[config.mk]
export PLATFORM = sky130hd
export DESIGN_NAME = ex_issue_stage
export DESIGN_NICKNAME = d
export VERILOG_FILES = /design/src/rtl/ex_issue_stage.sv
export SDC_FILE = /design/constraint.sdc
export NUM_CORES = 1
export LEC_CHECK = 0
export ABC_AREA = 1
export CAP_MARGIN = 15
export CORE_ASPECT_RATIO = 1.2
export CORE_MARGIN = 5
export CORE_UTILIZATION = 42
export CTS_CLUSTER_DIAMETER = 30
export CTS_CLUSTER_SIZE = 16
export DETAILED_ROUTE_END_ITERATION = 12
export PLACE_DENSITY = 0.82
export SKIP_LAST_GASP = 1
export SLEW_MARGIN = 20
export SYNTH_ARGS = -nofsm -noshare
export SYNTH_HDL_FRONTEND = slang
export SYNTH_SLANG_ARGS = --single-unit
[constraint.sdc]
create_clock -name clk -period 2.14 [get_ports clk]
set_input_delay 0.642 -clock clk [delete_from_list [all_inputs] [get_ports clk]]
set_output_delay 0.642 -clock clk [all_outputs]
set_load 0.01 [all_outputs]
[src/rtl/ex_issue_stage.sv]
`default_nettype none
// +--------------------------------------------------------------------------+
// | ex_issue_stage: ID/EX stage that holds ALU operands for a per-op window   |
// | and registers the ALU result toward EX/MEM. Revision: 1.0                 |
// +--------------------------------------------------------------------------+
module ex_issue_stage #(
  parameter int MUL_LAT = 2,
  parameter int DIV_LAT = 4
) (
  input  logic        clk,
  input  logic        rst_n,
  input  logic        flush,
  input  logic        id_valid,
  output logic        id_ready,
  input  logic [4:0]  id_alu_op,
  input  logic [4:0]  id_rs1_addr,
  input  logic [4:0]  id_rs2_addr,
  input  logic [31:0] id_rs1_data,
  input  logic [31:0] id_rs2_data,
  input  logic [31:0] id_pc,
  input  logic [31:0] id_imm,
  input  logic        id_use_pc,
  input  logic        id_use_imm,
  input  logic [4:0]  id_rd_addr,
  input  logic        id_rd_wren,
  input  logic [4:0]  mem_rd_addr,
  input  logic        mem_rd_wren,
  input  logic [31:0] mem_rd_data,
  input  logic [4:0]  wb_rd_addr,
  input  logic        wb_rd_wren,
  input  logic [31:0] wb_rd_data,
  output logic [31:0] operand_a,
  output logic [31:0] operand_b,
  output logic [4:0]  alu_op,
  input  logic [31:0] alu_data,
  output logic        ex_valid,
  input  logic        ex_ready,
  output logic [31:0] ex_alu_data,
  output logic [4:0]  ex_rd_addr,
  output logic        ex_rd_wren,
  output logic        busy
);

  localparam logic [1:0] c_IDLE = 2'd0;
  localparam logic [1:0] c_EXEC = 2'd1;
  localparam logic [1:0] c_DONE = 2'd2;

  localparam logic [3:0] c_MUL_LAT = 4'(MUL_LAT);
  localparam logic [3:0] c_DIV_LAT = 4'(DIV_LAT);

  logic [1:0]  r_state;
  logic [1:0]  w_state_nxt;
  logic [3:0]  r_cnt;
  logic [3:0]  w_lat;
  logic        w_accept;
  logic        w_last;
  logic [31:0] w_fwd_rs1;
  logic [31:0] w_fwd_rs2;

  assign w_accept = id_valid && id_ready;
  assign w_last   = (r_state == c_EXEC) && (r_cnt == 4'd1);

  // MEM is the younger producer, so it wins over WB; x0 is hardwired zero.
  always_comb begin
    w_fwd_rs1 = id_rs1_data;
    if (mem_rd_wren && (mem_rd_addr == id_rs1_addr) && (id_rs1_addr != 5'd0))
      w_fwd_rs1 = mem_rd_data;
    else if (wb_rd_wren && (wb_rd_addr == id_rs1_addr) && (id_rs1_addr != 5'd0))
      w_fwd_rs1 = wb_rd_data;
  end

  always_comb begin
    w_fwd_rs2 = id_rs2_data;
    if (mem_rd_wren && (mem_rd_addr == id_rs2_addr) && (id_rs2_addr != 5'd0))
      w_fwd_rs2 = mem_rd_data;
    else if (wb_rd_wren && (wb_rd_addr == id_rs2_addr) && (id_rs2_addr != 5'd0))
      w_fwd_rs2 = wb_rd_data;
  end

  always_comb begin
    w_lat = 4'd1;
    if ((id_alu_op >= 5'd10) && (id_alu_op <= 5'd13))
      w_lat = c_MUL_LAT;
    else if ((id_alu_op >= 5'd14) && (id_alu_op <= 5'd17))
      w_lat = c_DIV_LAT;
  end

  always_ff @(posedge clk or negedge rst_n) begin
    if (!rst_n)
      r_state <= c_IDLE;
    else
      r_state <= w_state_nxt;
  end

  always_comb begin
    w_state_nxt = r_state;
    if (flush) begin
      w_state_nxt = c_IDLE;
    end else begin
      case (r_state)
        c_IDLE: if (w_accept) w_state_nxt = c_EXEC;
        c_EXEC: if (r_cnt == 4'd1) w_state_nxt = c_DONE;
        c_DONE: if (ex_ready) w_state_nxt = w_accept ? c_EXEC : c_IDLE;
        default: w_state_nxt = c_IDLE;
      endcase
    end
  end

  always_comb begin
    id_ready = !flush && ((r_state == c_IDLE) || ((r_state == c_DONE) && ex_ready));
    ex_valid = (r_state == c_DONE);
    busy     = (r_state == c_EXEC);
  end

  // Operands only load on accept, which is impossible while in EXEC.
  always_ff @(posedge clk or negedge rst_n) begin
    if (!rst_n) begin
      operand_a <= 32'd0;
      operand_b <= 32'd0;
      alu_op    <= 5'd0;
    end else if (w_accept) begin
      operand_a <= id_use_pc  ? id_pc  : w_fwd_rs1;
      operand_b <= id_use_imm ? id_imm : w_fwd_rs2;
      alu_op    <= id_alu_op;
    end
  end

  logic [4:0] r_rd_addr;
  logic       r_rd_wren;

  always_ff @(posedge clk or negedge rst_n) begin
    if (!rst_n) begin
      r_rd_addr <= 5'd0;
      r_rd_wren <= 1'b0;
    end else if (w_accept) begin
      r_rd_addr <= id_rd_addr;
      r_rd_wren <= id_rd_wren;
    end
  end

  always_ff @(posedge clk or negedge rst_n) begin
    if (!rst_n)
      r_cnt <= 4'd0;
    else if (flush)
      r_cnt <= 4'd0;
    else if (w_accept)
      r_cnt <= w_lat;
    else if (r_state == c_EXEC)
      r_cnt <= r_cnt - 4'd1;
  end

  always_ff @(posedge clk or negedge rst_n) begin
    if (!rst_n) begin
      ex_alu_data <= 32'd0;
      ex_rd_addr  <= 5'd0;
      ex_rd_wren  <= 1'b0;
    end else if (!flush && w_last) begin
      ex_alu_data <= alu_data;
      ex_rd_addr  <= r_rd_addr;
      ex_rd_wren  <= r_rd_wren;
    end
  end

endmodule
`default_nettype wire

=== Word level (Yosys, flattened, before mapping) ===
Index checks and enable logic that the tools add are counted.

* Output and inout port bits: 110
* Bits in registers: 119
* Bits of input ports: 264
* Word-level logic and storage cells: 64

* $add $sub $neg: 1
* Muxes and demuxes: 17
* Order comparisons: 4
* Equality and inequality tests: 10
* Reductions and logical operators: 22

{| class="wikitable"
|+ Operators with widths
! kind !! count
|-
| $mux 32 || 6
|-
| $eq 5x5->1 || 4
|-
| $logic_and 1x1->1 || 15
|-
| $mux 4 || 3
|-
| $ge 5x4->1 const B || 2
|-
| $reduce_bool 5->1 || 2
|-
| $mux 2 || 4
|-
| $mux 3 || 2
|-
| $ne 3x2->1 const B || 2
|-
| $pmux 2 s3 || 1
|-
| $le 5x4->1 const B || 1
|-
| $le 5x5->1 const B || 1
|-
| $eq 4x1->1 const B || 1
|-
| $sub 4x1->4 const B || 1
|-
| $ne 3x3->1 const B || 1
|-
| $reduce_and 3->1 || 1
|-
| $reduce_bool 3->1 || 1
|-
| $eq 2x1->1 const B || 1
|-
| $eq 2x2->1 const B || 1
|-
| $logic_not 2->1 || 1
|-
| $logic_not 1->1 || 1
|-
| $logic_or 1x1->1 || 1
|-
| $mux 1 || 1
|}

=== Longest topological paths before layout ===
Gate-level depths: netlist (run 1).

* Depth after elaboration: 9
* Gate-level depth with buffers: 13
* Mapped depth without buffers: 12

=== Worst setup path before layout (run 1) ===
Ideal clock, no wire load.

* Kind: input to register
* Start: in id_rs1_addr[3]
* End: reg operand_a[29]
* Slack: 504 ps
* Path buffers: 1
* Required time: 2,024 ps
* Data arrival time: 1,519 ps
* Stages on the path: 11
* Library setup time: 116 ps
* Cells stage by stage: inv_1 -> nand3_1 -> nor2_2 -> nor2_4 -> nand2_2 -> buf_2 -> nand2_1 -> nand3_1 -> nand2_1 -> nand2_1 -> nand2_1

* Cells in the longest elaborated chain, start to end: 6
* Elaborated cells on any way between the ends: 10
* Those cells by class: eq/ne (2); mux (3); reduce/logical (5)

{| class="wikitable"
|+ RTL lines
! what !! RTL line !! text
|-
| start, declared || 16 || <nowiki>input logic [4:0] id_rs1_addr,</nowiki>
|-
| $eq 5x5->1 || 68 || <nowiki>else if (wb_rd_wren && (wb_rd_addr == id_rs1_addr) && (id_rs1_addr != 5'd0))</nowiki>
|-
| $logic_and 1x1->1 (2 in series) || 68 ||
|-
| $mux 32 || 68 ||
|-
| $mux 32 * || 66 || <nowiki>if (mem_rd_wren && (mem_rd_addr == id_rs1_addr) && (id_rs1_addr != 5'd0))</nowiki>
|-
| $mux 32 * || 122 || <nowiki>operand_a <= id_use_pc ? id_pc : w_fwd_rs1;</nowiki>
|-
| end signal, assigned || 122 ||
|-
| end, declared || 32 || <nowiki>output logic [31:0] operand_a,</nowiki>
|}

Mark *: on every way between the ends. The rest lies on a longest branch, timed or not.
A chain may end at the register's enable or synchronous reset.

=== Worst setup path after layout (run 1) ===
* Start: in ex_ready
* End: out id_ready

* Cells in the longest elaborated chain, start to end: 3

{| class="wikitable"
|+ RTL lines
! what !! RTL line !! text
|-
| start, declared || 37 || <nowiki>input logic ex_ready,</nowiki>
|-
| $logic_and 1x1->1 || 110 || <nowiki>id_ready = !flush && ((r_state == c_IDLE) || ((r_state == c_DONE) && ex_ready));</nowiki>
|-
| $logic_or 1x1->1 || 110 ||
|-
| $logic_and 1x1->1 || 110 ||
|-
| end, declared || 14 || <nowiki>output logic id_ready,</nowiki>
|}

No other way between the ends.

==> impl_metrics.tcl, run 1 <==
set metrics [dict create \
    syn-instance-count 1220 \
    syn_area_per_cell_um2 6.452 \
    timing.final.max_slew_violations 0 \
    vias 9069 \
    cts.repair_timing.setup_buffer_count 0 \
    ys_seq_area_frac 0.3783 \
    grt_start_max_net_pins 58 \
    antenna_found_initial 6 \
    critical_path.max_fanout 2 \
    synthDominantCellAreaShare 0.3783 \
    cp-end-kind "primary output" \
    dr.first_iter.drc_count 874 \
    cell_with_the_most_instances_after_synthesis "sky130_fd_sc_hd__nand2_1" \
    hold_viol_final 0 \
    grt_pass1_wl_mm 48.36 \
    postSynthNetCount 1486 \
    pin_count 374 \
    yosysUniqueCellTypes 26 \
    horiz_die_dim_um 135.0 \
    cts-hold-fix-buffers 0 \
    launching_element_type_of_the_critical_path "input port" \
    route.top_layer_used "met4" \
    ant_nets 0 \
    detail_route.drc_violations 0 \
    worst_slew_margin_rel 0.6232 \
    detailed_place.area_um2 12260 \
    place.port_buffers 373 \
    worst_slew_pin_tran_ns 0.5652 \
    power-per-cell-area_nw_per_um2 791.4 \
    synth-edff-count 0 \
    tritoncts "built" \
    cts-root-buf "sky130_fd_sc_hd__clkbuf_16" \
    setup.worst_path.class "input port to primary output" \
    timing.max_cap.violations 0 \
    worst_clock_skew_ns 0.008504 \
    drive_above_1_share 0.08199 \
    detail_route.vias_per_cell 4.855 \
    drt-pass1-iter-count 8 \
    drt-wirelength-per-cell_um 16.90 \
    fp.dieH_um 160.0 \
    floorplan.rows 54 \
    detailroute.wirelength.met2_mm 15.22 \
    fillers 1539 \
    worstSkewPairLatency_ns 0.41 \
    gr-usage-all-layers 0.2847 \
    synth.area.top_cells "sky130_fd_sc_hd__dfrtp_1 38%, sky130_fd_sc_hd__nand2_1 21%, sky130_fd_sc_hd__nand3_1 11%" \
    hold-worst-slack_ns 0.1484 \
    cp.arrival_ns 1.46 \
    floorplan.die_area_um2 21590 \
    grt_pass1_vias 8909 \
    initial_core_util 0.4299 \
    clock_tree_buffer_depth 2 \
    route.layer.met1.wl_mm 12.43 \
    setup_viol_count_final 0 \
    synth_seq_cells 119 \
    period_minus_slack_ns 2.106 \
    max_freq_ghz 0.4749 \
    met3_wirelength_mm 2.654 \
    async_flop_share 1.000 \
    vdd_drop_max_uv 562.6 \
    netlist_area_um2 7871 \
    flow.area_growth_from_synthesis_pct 64.03 \
    stdcell_area_um2 12910 \
    htree_levels 4 \
    critical_path_required_ns 1.50 \
    synthFlopType "sky130_fd_sc_hd__dfrtp_1" \
    status "finished clean" \
    gpl.final_weighted_congestion 0.9457 \
    cts_inserted_buffers 17 \
    dpl_wire_length_mm 24.95 \
    clk_transition_reported_paths_ns 0.06 \
    numClockSinks 119 \
    yosys-top-cells-count "438 x sky130_fd_sc_hd__nand2_1, 195 x sky130_fd_sc_hd__inv_1, 170 x sky130_fd_sc_hd__nand3_1" \
    wl_mm 31.56 \
    core_region_area_um2 18310 \
    grt_overflow_total 0 \
    worst_hold_path_type "input port to async pin" \
    final_nets 1863 \
    cell_type_contributing_the_most_total_cell_area_after_synthesis "sky130_fd_sc_hd__dfrtp_1" \
    p_leak_nw 6.820 \
    synth-warning-count 0 \
    post-route-period-util 0.9839 \
]
## state kept, by name (all words and copies together), names as in the netlist
| name | flops |
|---|---|
| ex_alu_data | 32 |
| ex_rd_addr | 5 |
| r_rd_addr | 5 |
| operand_a | 32 |
| r_rd_wren | 1 |
| r_cnt | 4 |
| alu_op | 5 |
| r_state | 2 |
| operand_b | 32 |
| ex_rd_wren | 1 |
## stage by stage
stage	worst slack [ns]	utilization	total power [mW]	setup TNS (ns)	cells
floorplan	0.5043	-	4.778	0	1220
global placement	-0.3896	0.6698	7.113	-13.74	1830
detailed placement	-0.4213	0.6698	7.214	-15.55	1830
CTS	-0.03560	0.7036	10.30	-0.05692	1862
global route	-0.01603	0.7051	10.76	-0.01696	1868
finish	0.03441	0.7051	10.22	0	1868
## timing repair
action                     CTS  global route
gates resized for setup      6             5
setup endpoints to repair    2             4
pin swaps                    0             1
## cells in the final DEF (no fill, tap or decap), types with 2 or more instances in the layout
master and n:
sky130_fd_sc_hd__o22ai_1 3, sky130_fd_sc_hd__bufinv_16 3, sky130_fd_sc_hd__dlymetal6s2s_1 3, sky130_fd_sc_hd__inv_8 2
sky130_fd_sc_hd__inv_1 195, sky130_fd_sc_hd__clkinvlp_4 2, sky130_fd_sc_hd__mux2_2 16, sky130_fd_sc_hd__clkinv_4 4
sky130_fd_sc_hd__nor2_1 72, sky130_fd_sc_hd__ha_1 2, sky130_fd_sc_hd__o21ai_1 3, sky130_fd_sc_hd__buf_4 28
sky130_fd_sc_hd__dfrtp_1 119, sky130_fd_sc_hd__nand2_1 438, sky130_fd_sc_hd__nand2_4 2, sky130_fd_sc_hd__a21oi_1 67
sky130_fd_sc_hd__nor2_2 5, sky130_fd_sc_hd__clkdlybuf4s50_1 366, sky130_fd_sc_hd__mux2_1 16, sky130_fd_sc_hd__nand2_2 3
sky130_fd_sc_hd__inv_2 13, sky130_fd_sc_hd__diode_2 6, sky130_fd_sc_hd__inv_6 3, sky130_fd_sc_hd__clkbuf_16 17
sky130_fd_sc_hd__xnor2_1 2, sky130_fd_sc_hd__nor2_4 7, sky130_fd_sc_hd__buf_12 23, sky130_fd_sc_hd__o21ai_0 18
sky130_fd_sc_hd__nand3_1 170, sky130_fd_sc_hd__buf_2 2
## cell type report
class,count,area [µm²],share of cell area
repair buffers,424,4402,0.3409
inverters,208,780.7,0.06047
clock buffers,17,425.4,0.03295
multi-input cells,827,3801,0.2944
well taps,252,315.3,0.02442
clock inverters,15,193.9,0.01502
flip-flops and latches,119,2978,0.2306
diodes,6,15.01,0.001163
## report_power, final
group          internal [mW]  switching, mW
sequential              2.95          0.376
clock                   1.86           1.18
combinational           2.17           1.67
## metal layers
| layer | track usage | vias up |
|---|---|---|
| met2 | 0.4736 | 442 |
| li1 | - | 4498 |
| met5 | 0 | - |
| met4 | 0.1224 | 0 |
| met1 | 0.3554 | 4066 |
| met3 | 0.06199 | 63 |
## kinds of logic after synthesis
family                   synth area share
AND/OR/NAND/NOR                    0.3704
flip-flops                         0.3783
XOR/XNOR                         0.003339
adder cells (fa/ha/maj)          0.003179
multiplexers                      0.04578
buffers and inverters              0.1397
AO/OA/AOI/OAI                     0.05929
## critical path, cell delays in order
cell and delay [ns]:
sky130_fd_sc_hd__clkdlybuf4s50_1 0.48, sky130_fd_sc_hd__nor2_1 0.06, sky130_fd_sc_hd__nor2_2 0.13, sky130_fd_sc_hd__buf_2 0.15
## worst paths after layout
path	startpoint	endpoint	slack, ns	depth (start not counted)
hold reg to reg	operand_a[28]	operand_a[28]	0.48	2
min in group clk	operand_a[28]	operand_a[28]	0.48	2
hold / removal	rst_n	operand_a[27]	0.15	1
max in group asynchronous	rst_n	ex_rd_addr[4]	1.39	2
setup / recovery	ex_ready	id_ready	0.03	4
setup reg to reg	r_state[1]	r_cnt[2]	0.51	9
No activity file was read; power rests on OpenSTA's default activity.
==> run 2: changes to the inputs <==
CORE_ASPECT_RATIO = not set   (was 1.2)
CORE_UTILIZATION = 25   (was 42)
PLACE_DENSITY = not set   (was 0.82)
==> run 2 against run 1 <==
Effect of this change:
- die area is 63% higher
- sequential cell count stayed put
- utilization decreased by 28 points
- critical path depth stayed put
==> impl_metrics.tcl, run 2 (synthesis results as in run 1) <==
set metrics [dict create \
    cts_inserted_buffers 17 \
    dr.first_iter.drc_count 440 \
    clock_tree_buffer_depth 2 \
    p_leak_nw 6.844 \
    horiz_die_dim_um 187.4 \
    worst_slew_pin_tran_ns 0.5083 \
    fp.dieH_um 187.4 \
    reg_top3 "ex_alu_data: 32 flops, operand_a: 32 flops, operand_b: 32 flops" \
    report.power.total_mw 10.14 \
    detail_route.vias_per_cell 4.529 \
    rsz0062_at_grt "no" \
    power_frac_seq 0.328 \
    tritoncts "built" \
    critical_path_required_ns 1.50 \
    gpl.final_weighted_congestion 0.8732 \
    place.port_buffers 373 \
    max_freq_ghz 0.4841 \
    gr-usage-all-layers 0.1944 \
    regToRegSetupSlack_ns 0.51 \
    vdd_drop_max_uv 579.8 \
    clk_transition_reported_paths_ns 0.06 \
    core_region_area_um2 31310 \
    switching_portion_of_total_power 0.3278 \
    cts-root-buf "sky130_fd_sc_hd__clkbuf_16" \
    worstReg2RegEnd "operand_a[0]" \
    comb_power_share 0.383 \
    final_nets 1876 \
    worst_clock_skew_ns 0.007530 \
    drive_above_1_share 0.08872 \
    share_clk_of_total_power 0.289 \
    grt_pass1_wl_mm 53.63 \
    wl_mm 34.79 \
    antenna-diode-count 0 \
    rr_worst_depth 10 \
    grt_overflow_total 0 \
    power-per-cell-area_nw_per_um2 770.6 \
    drt-pass1-iter-count 5 \
    worst_hold_path_type "input port to async pin" \
    timing.rr.start "r_state[0]" \
    floorplan.rows 65 \
    detail_route.drc_violations 0 \
    critical_path.max_fanout 2 \
    cts.repair_timing.setup_buffer_count 0 \
    launching_element_type_of_the_critical_path "input port" \
    antenna_found_initial 6 \
    ant_nets 0 \
    flow.area_growth_from_synthesis_pct 67.18 \
    floorplan.die_area_um2 35130 \
    drt-wirelength-per-cell_um 17.18 \
    netSwitchingPower_mw 3.324 \
    dpl_wire_length_mm 27.48 \
    worstSkewPairLatency_ns 0.43 \
    cp-end-kind "primary output" \
    cts-hold-fix-buffers 0 \
    hold_viol_final 0 \
    vias 9172 \
    setup_viol_count_final 0 \
    grt_pass1_vias 9668 \
    status "finished clean" \
    post-route-period-util 0.9652 \
    period_minus_slack_ns 2.066 \
    hold-worst-slack_ns 0.1771 \
    layout.cells.most_common_list "438 x sky130_fd_sc_hd__nand2_1, 367 x sky130_fd_sc_hd__clkdlybuf4s50_1, 195 x sky130_fd_sc_hd__inv_1" \
    worst_slew_margin_rel 0.6611 \
    timing.max_cap.violations 0 \
    layout.cells.most_common "sky130_fd_sc_hd__nand2_1" \
    grt_start_max_net_pins 65 \
    internal_power_mw 6.815 \
    setup.worst_path.class "input port to primary output" \
    timing.final.max_slew_violations 0 \
    htree_levels 4 \
    cp.arrival_ns 1.42 \
    initial_core_util 0.2514 \
    pin_count 374 \
    numClockSinks 119 \
]
## run 2: worst max-delay path by stage
| stage | from | endpoint | slack (ns) | cells after the start |
|---|---|---|---|---|
| floorplan | id_rs1_addr[3] | operand_a[29] | 0.50 | 11 |
| global placement | flush | id_ready | -0.39 | 5 |
| detailed placement | flush | id_ready | -0.41 | 5 |
| CTS | ex_ready | id_ready | -0.03 | 4 |
| global route | ex_ready | id_ready | 0.007 | 4 |
| finish | ex_ready | id_ready | 0.07 | 4 |
## run 2: worst max-delay path: stages
cell and delay (ns):
sky130_fd_sc_hd__clkdlybuf4s50_1 0.49, sky130_fd_sc_hd__nor2_1 0.06, sky130_fd_sc_hd__nor2_2 0.09, sky130_fd_sc_hd__buf_2 0.14
## run 2: power by group through the flow
| stage | Clock, mW | Combinational (mW) | Sequential (mW) |
|---|---|---|---|
| floorplan | 0 | 1.14 | 3.64 |
| global placement | 0 | 3.91 | 3.34 |
| detailed placement | 0 | 3.95 | 3.36 |
| CTS | 3.01 | 3.96 | 3.34 |
| global route | 3.09 | 4.23 | 3.41 |
| finish | 2.93 | 3.89 | 3.33 |
## run 2: metrics by stage
stage / util / instance area, µm² / instances / worst slack (ns) / TNS, ns
6_report: 0.4203 / 13160 / 2025 / 0.07439 / 0
5_1_grt: 0.4203 / 13160 / 2025 / 0.006890 / 0
4_1_cts: 0.4205 / 13170 / 2025 / -0.03004 / -0.03004
3_5_place_dp: 0.4020 / 12590 / 1993 / -0.4123 / -17.65
3_3_place_gp: 0.4020 / 12590 / 1993 / -0.3899 / -16.54
2_1_floorplan: - / 7871 / 1220 / 0.5043 / 0
## run 2: layout make-up
type | instances | area, µm²
timing repair buffer | 437 | 4514
multi-input combinational | 827 | 3804
tap | 402 | 503.0
clock buffer | 18 | 439.2
clock inverter | 14 | 140.1
inverter | 208 | 780.7
fill | 3252 | 18150
sequential | 119 | 2978
## run 2: repair_timing
item	4_1_cts	5_1_grt
endpoints found under the hold margin	0	0
gates resized for setup	6	1
pin swaps	0	0
setup endpoints to repair	3	1
## run 2: layer usage
metal  vias up  wire length (µm)  GRT usage  part of all wire
met5         -                76          0            0.0022
met4        12              1065    0.06945             0.031
met3        69              3508    0.06756              0.10
met2       427             16080     0.3241              0.46
met1      4155             14060     0.2334              0.40
li1       4509                 -          -                 -
